`config.mk`:
```
export PLATFORM = sky130hd
export DESIGN_NAME = uart_tx_frame_serializer
export DESIGN_NICKNAME = d
export VERILOG_FILES = /design/src/rtl/uart_tx_frame_serializer.sv
export SDC_FILE = /design/constraint.sdc
export NUM_CORES = 1
export LEC_CHECK = 0
export BUFFER_PORTS_ARGS = -buffer_cell sky130_fd_sc_hd__buf_2
export CORE_MARGIN = 4
export CORE_UTILIZATION = 40
export CTS_CLUSTER_SIZE = 14
export DETAILED_ROUTE_END_ITERATION = 10
export HOLD_SLACK_MARGIN = 0.15
export PLACE_DENSITY = 0.74
export SLEW_MARGIN = 20
export SYNTH_ARGS = -nofsm -noshare
export SYNTH_HDL_FRONTEND = slang
export SYNTH_SLANG_ARGS = --single-unit
```
`constraint.sdc`:
```
create_clock -name CLK -period 1.44 [get_ports CLK]
set_clock_uncertainty 0.15 [all_clocks]
set_input_delay 0.144 -clock CLK [delete_from_list [all_inputs] [get_ports CLK]]
set_output_delay 0.144 -clock CLK [all_outputs]
set_load 0.01 [all_outputs]
```
`src/rtl/uart_tx_frame_serializer.sv`:
```
// UART Tx serializer: start, LSB-first data, optional parity and 1/2 stop bits, one bit per BaudTick.
// Define UART_TX_HOLD_BUF_EN to add a one-entry holding register for back-to-back frames.
module uart_tx_frame_serializer #(
    parameter int   DATA_WIDTH = 8,
    parameter logic IDLE_LEVEL = 1'b1
) (
    input  logic                  CLK,
    input  logic                  Reset,
    input  logic                  BaudTick,
    input  logic                  Send,
    input  logic [DATA_WIDTH-1:0] DataIn,
    input  logic [1:0]            ParityType,
    input  logic                  ParityBit,
    input  logic                  StopBits,
    output logic                  DataOut,
    output logic                  Busy,
    output logic                  Ready,
    output logic                  Done
);
    localparam int               CNT_W    = (DATA_WIDTH > 1) ? $clog2(DATA_WIDTH) : 1;
    localparam logic [CNT_W-1:0] LAST_BIT = CNT_W'(DATA_WIDTH - 1);

    typedef enum logic [2:0] {
        S_IDLE,
        S_WAIT,
        S_START,
        S_DATA,
        S_PARITY,
        S_STOP1,
        S_STOP2
    } state_t;

    state_t                r_state;
    state_t                w_next_state;
    logic [DATA_WIDTH-1:0] r_shift;
    logic [CNT_W-1:0]      r_bit_cnt;
    logic                  r_par_bit;
    logic                  r_par_en;
    logic                  r_stop2;
    logic                  r_done;

    logic                  w_accept;
    logic                  w_load_frame;
    logic                  w_last_stop;
    logic [DATA_WIDTH-1:0] w_src_data;
    logic                  w_src_par_bit;
    logic                  w_src_par_en;
    logic                  w_src_stop2;

`ifdef UART_TX_HOLD_BUF_EN
    logic [DATA_WIDTH-1:0] r_hold_data;
    logic                  r_hold_par_bit;
    logic                  r_hold_par_en;
    logic                  r_hold_stop2;
    logic                  r_hold_valid;
    logic                  w_from_hold;

    assign Ready = ~r_hold_valid;
    assign Busy  = (r_state != S_IDLE) || r_hold_valid;

    assign w_src_data    = w_from_hold ? r_hold_data    : DataIn;
    assign w_src_par_bit = w_from_hold ? r_hold_par_bit : ParityBit;
    assign w_src_par_en  = w_from_hold ? r_hold_par_en  : ^ParityType;
    assign w_src_stop2   = w_from_hold ? r_hold_stop2   : StopBits;

    // An accept while idle goes straight into the frame registers; otherwise it is parked here.
    always_ff @(posedge CLK or negedge Reset) begin
        if (!Reset) begin
            r_hold_data    <= '0;
            r_hold_par_bit <= 1'b0;
            r_hold_par_en  <= 1'b0;
            r_hold_stop2   <= 1'b0;
            r_hold_valid   <= 1'b0;
        end else if (w_accept && (r_state != S_IDLE)) begin
            r_hold_data    <= DataIn;
            r_hold_par_bit <= ParityBit;
            r_hold_par_en  <= ^ParityType;
            r_hold_stop2   <= StopBits;
            r_hold_valid   <= 1'b1;
        end else if (w_from_hold) begin
            r_hold_valid   <= 1'b0;
        end
    end
`else
    assign Ready = (r_state == S_IDLE);
    assign Busy  = (r_state != S_IDLE);

    assign w_src_data    = DataIn;
    assign w_src_par_bit = ParityBit;
    assign w_src_par_en  = ^ParityType;
    assign w_src_stop2   = StopBits;
`endif

    assign w_accept = Send && Ready;
    assign Done     = r_done;

    // NOTE: every signal written here gets a default first, so no path leaves one unassigned (no latch).
    always_comb begin
        w_next_state = r_state;
        w_load_frame = 1'b0;
        w_last_stop  = 1'b0;
`ifdef UART_TX_HOLD_BUF_EN
        w_from_hold  = 1'b0;
`endif
        case (r_state)
            S_IDLE:   if (w_accept) begin
                          w_next_state = S_WAIT;
                          w_load_frame = 1'b1;
                      end
            S_WAIT:   if (BaudTick) w_next_state = S_START;
            S_START:  if (BaudTick) w_next_state = S_DATA;
            S_DATA:   if (BaudTick && (r_bit_cnt == LAST_BIT)) begin
                          w_next_state = r_par_en ? S_PARITY : S_STOP1;
                      end
            S_PARITY: if (BaudTick) w_next_state = S_STOP1;
            S_STOP1:  if (BaudTick) begin
                          if (r_stop2) begin
                              w_next_state = S_STOP2;
                          end else begin
                              w_next_state = S_IDLE;
                              w_last_stop  = 1'b1;
                          end
                      end
            S_STOP2:  if (BaudTick) begin
                          w_next_state = S_IDLE;
                          w_last_stop  = 1'b1;
                      end
            default:  w_next_state = S_IDLE;
        endcase
`ifdef UART_TX_HOLD_BUF_EN
        // A parked frame starts on the very tick that ends the current one, or leaves IDLE via WAIT.
        if (r_hold_valid && w_last_stop) begin
            w_next_state = S_START;
            w_load_frame = 1'b1;
            w_from_hold  = 1'b1;
        end else if (r_hold_valid && (r_state == S_IDLE)) begin
            w_next_state = S_WAIT;
            w_load_frame = 1'b1;
            w_from_hold  = 1'b1;
        end
`endif
    end

    // NOTE: non-blocking assignments so every register samples pre-edge values, independent of order.
    always_ff @(posedge CLK or negedge Reset) begin
        if (!Reset) begin
            r_state   <= S_IDLE;
            r_shift   <= '0;
            r_bit_cnt <= '0;
            r_par_bit <= 1'b0;
            r_par_en  <= 1'b0;
            r_stop2   <= 1'b0;
            r_done    <= 1'b0;
        end else begin
            r_state <= w_next_state;
            r_done  <= w_last_stop;
            if (w_load_frame) begin
                r_shift   <= w_src_data;
                r_par_bit <= w_src_par_bit;
                r_par_en  <= w_src_par_en;
                r_stop2   <= w_src_stop2;
                r_bit_cnt <= '0;
            end else if (BaudTick && (r_state == S_DATA)) begin
                r_shift   <= r_shift >> 1;
                r_bit_cnt <= r_bit_cnt + 1'b1;
            end
        end
    end

    // Line level is decoded from state, so an async reset returns the line to idle at once.
    always_comb begin
        DataOut = IDLE_LEVEL;
        case (r_state)
            S_START:  DataOut = ~IDLE_LEVEL;
            S_DATA:   DataOut = r_shift[0];
            S_PARITY: DataOut = r_par_bit;
            default:  DataOut = IDLE_LEVEL;
        endcase
    end

endmodule
```
* Yosys cells after proc, flatten, opt, wreduce, memory -nomap -nowiden
Cells that the tools add are included.
** Storage, ports and cells
- Bits in registers :: 18
- Bits in latches :: 0
- Bits in writable memories :: 0
- Memory bits (read-only) :: 0
- Input port bits :: 16
- Output and inout bits :: 4
- Logic and storage cells :: 51
- Memories :: 0
** Operators by class
- Add/subtract/negate cells :: 1
- Multipliers :: 0
- Div/mod/pow operators :: 0
- Magnitude comparators :: 0
- Eq/ne operators :: 14
- Shifts and indexed selects :: 0
- Mux-type cells :: 21
- Bitwise logic cells :: 0
- Reduce and logical (&&, ||, !) cells :: 8
** Operator list (count)
- 3-bit two-way mux :: 10
- 3-bit case mux with 7 select lines :: 1
- 8-bit two-way mux :: 2
- 3-bit == test, second input constant :: 4
- 2-bit inequality test, second input constant :: 6
- 7-bit AND reduction :: 1
- 3-bit by 2-bit == test with 1-bit output, second input constant :: 2
- 1-bit two-way mux :: 6
- 3-bit by 1-bit adder with 3-bit output, second input constant :: 1
- 3-bit by 1-bit == test with 1-bit output, second input constant :: 1
- 1-bit logical AND :: 3
- 3-bit logical NOT :: 1
- 1-bit case mux with 3 select lines :: 1
- 3-bit nonzero test :: 1
- 2-bit by 1-bit inequality test with 1-bit output, second input constant :: 1
- 1-bit case mux with 2 select lines :: 1
- 2-bit nonzero test :: 1
- 2-bit XOR reduction :: 1

* Logic depth before layout (Yosys ltp)
- Word-level depth :: 5
- Mapped depth :: 5
- Depth with buffers taken out :: 5

* Least setup slack after synthesis
No wires, ideal clock.
- Kind :: flip-flop to flip-flop
- Start point :: register r_state[1]
- End point :: register r_par_bit
- Setup time :: 125 ps
- Data arrival time :: 1274 ps
- Required time :: 1165 ps
- Slack :: -109 ps
- Cell stages (with the launch flop) :: 4
- Path buffers :: 1
- Period minus slack after synthesis :: 1549 ps
- Path through :: dfrtp_1 > buf_6 > nor4b_4 > mux2_2
** Between the ends
- Word-level cells in the longest chain between the ends :: 4
** Ends and longest elaborated chain
- start, declared :: RTL line 33 : state_t r_state;
- start signal, assigned :: RTL line 155 : r_state <= w_next_state;
- 3-bit logical NOT (*) :: RTL line 85, 105
- 1-bit logical AND :: RTL line 94 : assign w_accept = Send && Ready;
- 1-bit two-way mux :: RTL line 106 : S_IDLE: if (w_accept) begin
- 1-bit two-way mux (*) :: RTL line 105 : case (r_state)
- end signal, assigned :: RTL line 159 : r_par_bit <= w_src_par_bit;
- end, declared :: RTL line 37 : logic r_par_bit;
Every way passes the cells marked *; elsewhere a longest branch is shown, timed or not.
A chain may end at the register's enable or synchronous reset.

* Worst setup path in the final report
- Start point :: register r_state[2]
- End point :: register r_par_bit
Same word-level chain as after synthesis.

==> flow_metrics.py <==
metrics = {
    "outcome": {
        "status": "finished with violations",
        "violations": "negative setup slack",
    },
    "floorplan": {
        "dieHeight_um": 55.98,
        "boundaryPins": 20,
        "core_area_mm2": 0.002212,
        "dieArea_mm2": 0.003134,
        "start_util_pct": 41.63,
        "die_width_um": 55.98,
        "rows": 17,
    },
    "synth": {
        "synth.yosys.seq_area_share_pct": 48.91,
        "synth_cells": 95,
        "yosysWarnings": 0,
        "ys_async_sr_fraction_pct": 100.0,
        "synth_edf_count": 0,
        "syn-num-nets": 113,
        "syn_avg_cell_area_um2": 9.694,
        "ys_ff_latch": 18,
        "ys.flop_type": "dfrtp_1",
        "ys_types": 28,
        "netlist_area_um2": 920.9,
    },
    "power": {
        "netSwitchingPower_uw": 921.3,
        "p_sw_share_pct": 37.32,
        "p_seq_share_pct": 34.6,
        "power.internal_mw": 1.547,
        "clkPwrFrac_pct": 12.5,
        "power_density_mw_per_mm2": 1704,
        "peakVddDrop_v": 0.001273,
        "leakage_nw": 0.6809,
        "total_power_mw": 2.469,
        "pwr-share-comb_pct": 52.8,
    },
    "timing": {
        "finalHoldViolations": 0,
        "fin_crit_ns": 1.624,
        "rsz0062_at_grt": "true",
        "fmax_mhz": 615.6,
        "worst_slack_ns": -0.1845,
        "worst_pin_slew_ns": 0.4080,
        "maxSlewViolCount": 0,
        "worst_slew_margin_rel_pct": 72.80,
        "setup_violations": 18,
        "post-route-period-util_pct": 112.8,
    },
    "job": {
        "maxCapViolations": 0,
    },
    "worst_setup_path": {
        "worst-path-max-fanout": 7,
        "max_stage_delay_ns": 0.44,
        "critPathKind": "flop to flop",
        "cp.required_ns": 1.48,
        "slowest_stage": "dfrtp_2",
        "crit_path_end_kind": "flop",
        "path_cells": "buf_4 > nor4b_4 > buf_6 > mux2_4",
        "r2r_cells": 4,
        "cp.arrival_ns": 1.67,
        "startpoint_type": "flop",
    },
    "clock_tree": {
        "clock_latency_ns": 0.30,
        "cts.root.buffer_cell": "clkbuf_4",
        "clk_path_buf_depth": 2,
        "clk_pin_slew_ns": 0.10,
        "cts_tree": "built",
        "cts_buffers": 3,
        "cts_sinks": 18,
        "htreeDepth": 1,
    },
    "final_layout": {
        "fillers": 204,
        "nets": 167,
        "final-seq-area_um2": 451.7,
        "syn2layout_area_growth_pct": 57.34,
        "multi_input_area_um2": 481.7,
        "drive_gt1_share_pct": 41.22,
        "antenna_cells": 0,
    },
    "global_route": {
        "grt_util_all_layers_pct": 15.00,
        "overflow": 0,
        "grt_pass1_vias": 860,
        "grt_first_pass_wirelength_um": 3767,
        "antenna_found_initial": 0,
        "grt_max_degree": 19,
    },
    "placed_design": {
        "globalplace.congestion": 0.7817,
        "dpl.hpwl_um": 1423,
        "place_ws_ns": -0.1088,
        "port_buffers": 19,
    },
    "drt": {
        "wl_per_cell_um": 12.84,
        "vias_per_cell": 5.057,
        "firstDrtPassIters": 4,
        "drt_iter0_markers": 7,
        "routed_wl_um": 2260,
        "vias": 890,
        "ant_nets": 0,
        "route.detailed.drc": 0,
    },
    "worst_hold_path": {
        "hold_class": "primary input to asynchronous set/reset pin",
    },
}
-- power by group through the flow --
stage / logic, mW / clock network (mW) / registers (mW)
after floorplan: 0.703 / 0 / 0.811
after global placement: 0.898 / 0 / 0.850
after detailed placement: 0.931 / 0 / 0.864
after CTS: 1.26 / 0.319 / 0.852
after global routing: 1.45 / 0.342 / 0.880
final: 1.30 / 0.309 / 0.855
-- cells by family after synthesis --
logic type | Yosys count | share of synthesized area, %
buf+inv | 11 | 6.928
compound gates | 26 | 17.93
xor+xnor | 1 | 0.9513
simple gates | 33 | 18.07
fa+ha+maj | 2 | 2.717
mux | 4 | 4.484
flops | 18 | 48.91
-- path summary, 6_finish.rpt --
path                                        startpoint                      to  slack [ns]
worst max-delay path            r_state[2]$_DFFE_PN0P_   r_par_bit$_DFFE_PN0P_       -0.18
worst min-delay path                             Reset  r_state[0]$_DFFE_PN0P_        0.15
worst max register to register  r_state[2]$_DFFE_PN0P_   r_par_bit$_DFFE_PN0P_       -0.18
worst min register to register  r_shift[3]$_DFFE_PN0P_  r_shift[3]$_DFFE_PN0P_        0.35
max in group asynchronous                        Reset  r_state[2]$_DFFE_PN0P_        0.68
min in group CLK                              BaudTick  r_state[0]$_DFFE_PN0P_        0.21
-- cells in the final DEF, fill, tap and decap left out, types with 2 or more instances in the layout --
| master | synthesis | final |
|---|---|---|
| o21ai_1 | 0 | 3 |
| mux2i_1 | 3 | 3 |
| a22oi_2 | 0 | 6 |
| inv_1 | 4 | 4 |
| ha_2 | 0 | 2 |
| dlygate4sd3_1 | 0 | 15 |
| buf_6 | 2 | 7 |
| buf_4 | 1 | 14 |
| nand2_1 | 20 | 20 |
| a22o_1 | 2 | 2 |
| buf_2 | 3 | 19 |
| a21oi_1 | 8 | 7 |
| nor2_1 | 4 | 4 |
| o21ai_0 | 5 | 2 |
| clkbuf_4 | 0 | 3 |
| dfrtp_1 | 18 | 17 |
| o211ai_1 | 2 | 2 |
-- critical path: cells and delay by family (launching register included) --
kind / cells / cell delay (ns)
flip-flops: 1 / 0.44
AND/OR/NAND/NOR: 1 / 0.28
multiplexers: 1 / 0.30
buffers and inverters: 2 / 0.34
-- repair_timing --
action / CTS / global route
setup endpoints to repair: 15 / 19
hold buffers: 15 / 0
gates cloned: 2 / 0
buffers inserted: 7 / 2
pin swaps: 2 / 3
hold endpoints to repair: 32 / 0
gates resized for setup: 20 / 4
-- layer usage --
metal  GRT usage [%]  part of all wire, %  vias up
met5               0                    0        -
met4           2.034                 0.58        0
met3           4.640                  4.8        2
met2           27.21                   51       17
met1           17.64                   43      430
li1                -                    -      441
-- cell usage after synthesis, types with 2 or more instances --
| cell type | instances | share of area [%] |
|---|---|---|
| a22o_1 | 2 | 1.9 |
| ha_1 | 2 | 2.7 |
| nand2_1 | 20 | 8.2 |
| o21ai_0 | 5 | 2.7 |
| o211ai_1 | 2 | 1.6 |
| a22oi_1 | 6 | 4.9 |
| a21oi_1 | 8 | 4.3 |
| nor3_1 | 2 | 1.1 |
| dfrtp_1 | 18 | 49 |
| buf_2 | 3 | 1.6 |
| inv_1 | 4 | 1.6 |
| mux2i_1 | 3 | 3.3 |
| buf_6 | 2 | 2.4 |
| nor2_1 | 4 | 1.6 |
-- final cells by class --
cell class / instances / area share [%]
Clock buffer: 4 / 2.504
Inverter: 4 / 1.036
Sequential cell: 18 / 31.17
Multi-Input combinational cell: 67 / 33.25
Timing Repair Buffer: 55 / 29.62
Tap cell: 28 / 2.418
-- state kept, by name, summed over array words and instances (netlist names) --
signal     flops
Done           1
r_bit_cnt      3
r_par_bit      1
r_par_en       1
r_shift        8
r_state        3
r_stop2        1
-- metrics by stage --
step           hold WS [ns]  TNS (ns)  utilization (%)  instance area (um^2)  instances
2_1_floorplan       -0.3016   -0.3193                -                 932.1         95
3_3_place_gp       -0.04794  -0.01078            49.55                  1096        146
3_5_place_dp       -0.05450   -0.1728            49.55                  1096        146
4_1_cts              0.1554    -1.309            64.54                  1428        174
5_1_grt              0.1842    -2.718            65.50                  1449        176
6_report             0.1529    -1.836            65.50                  1449        176
Power figures use the tool's default switching activity.
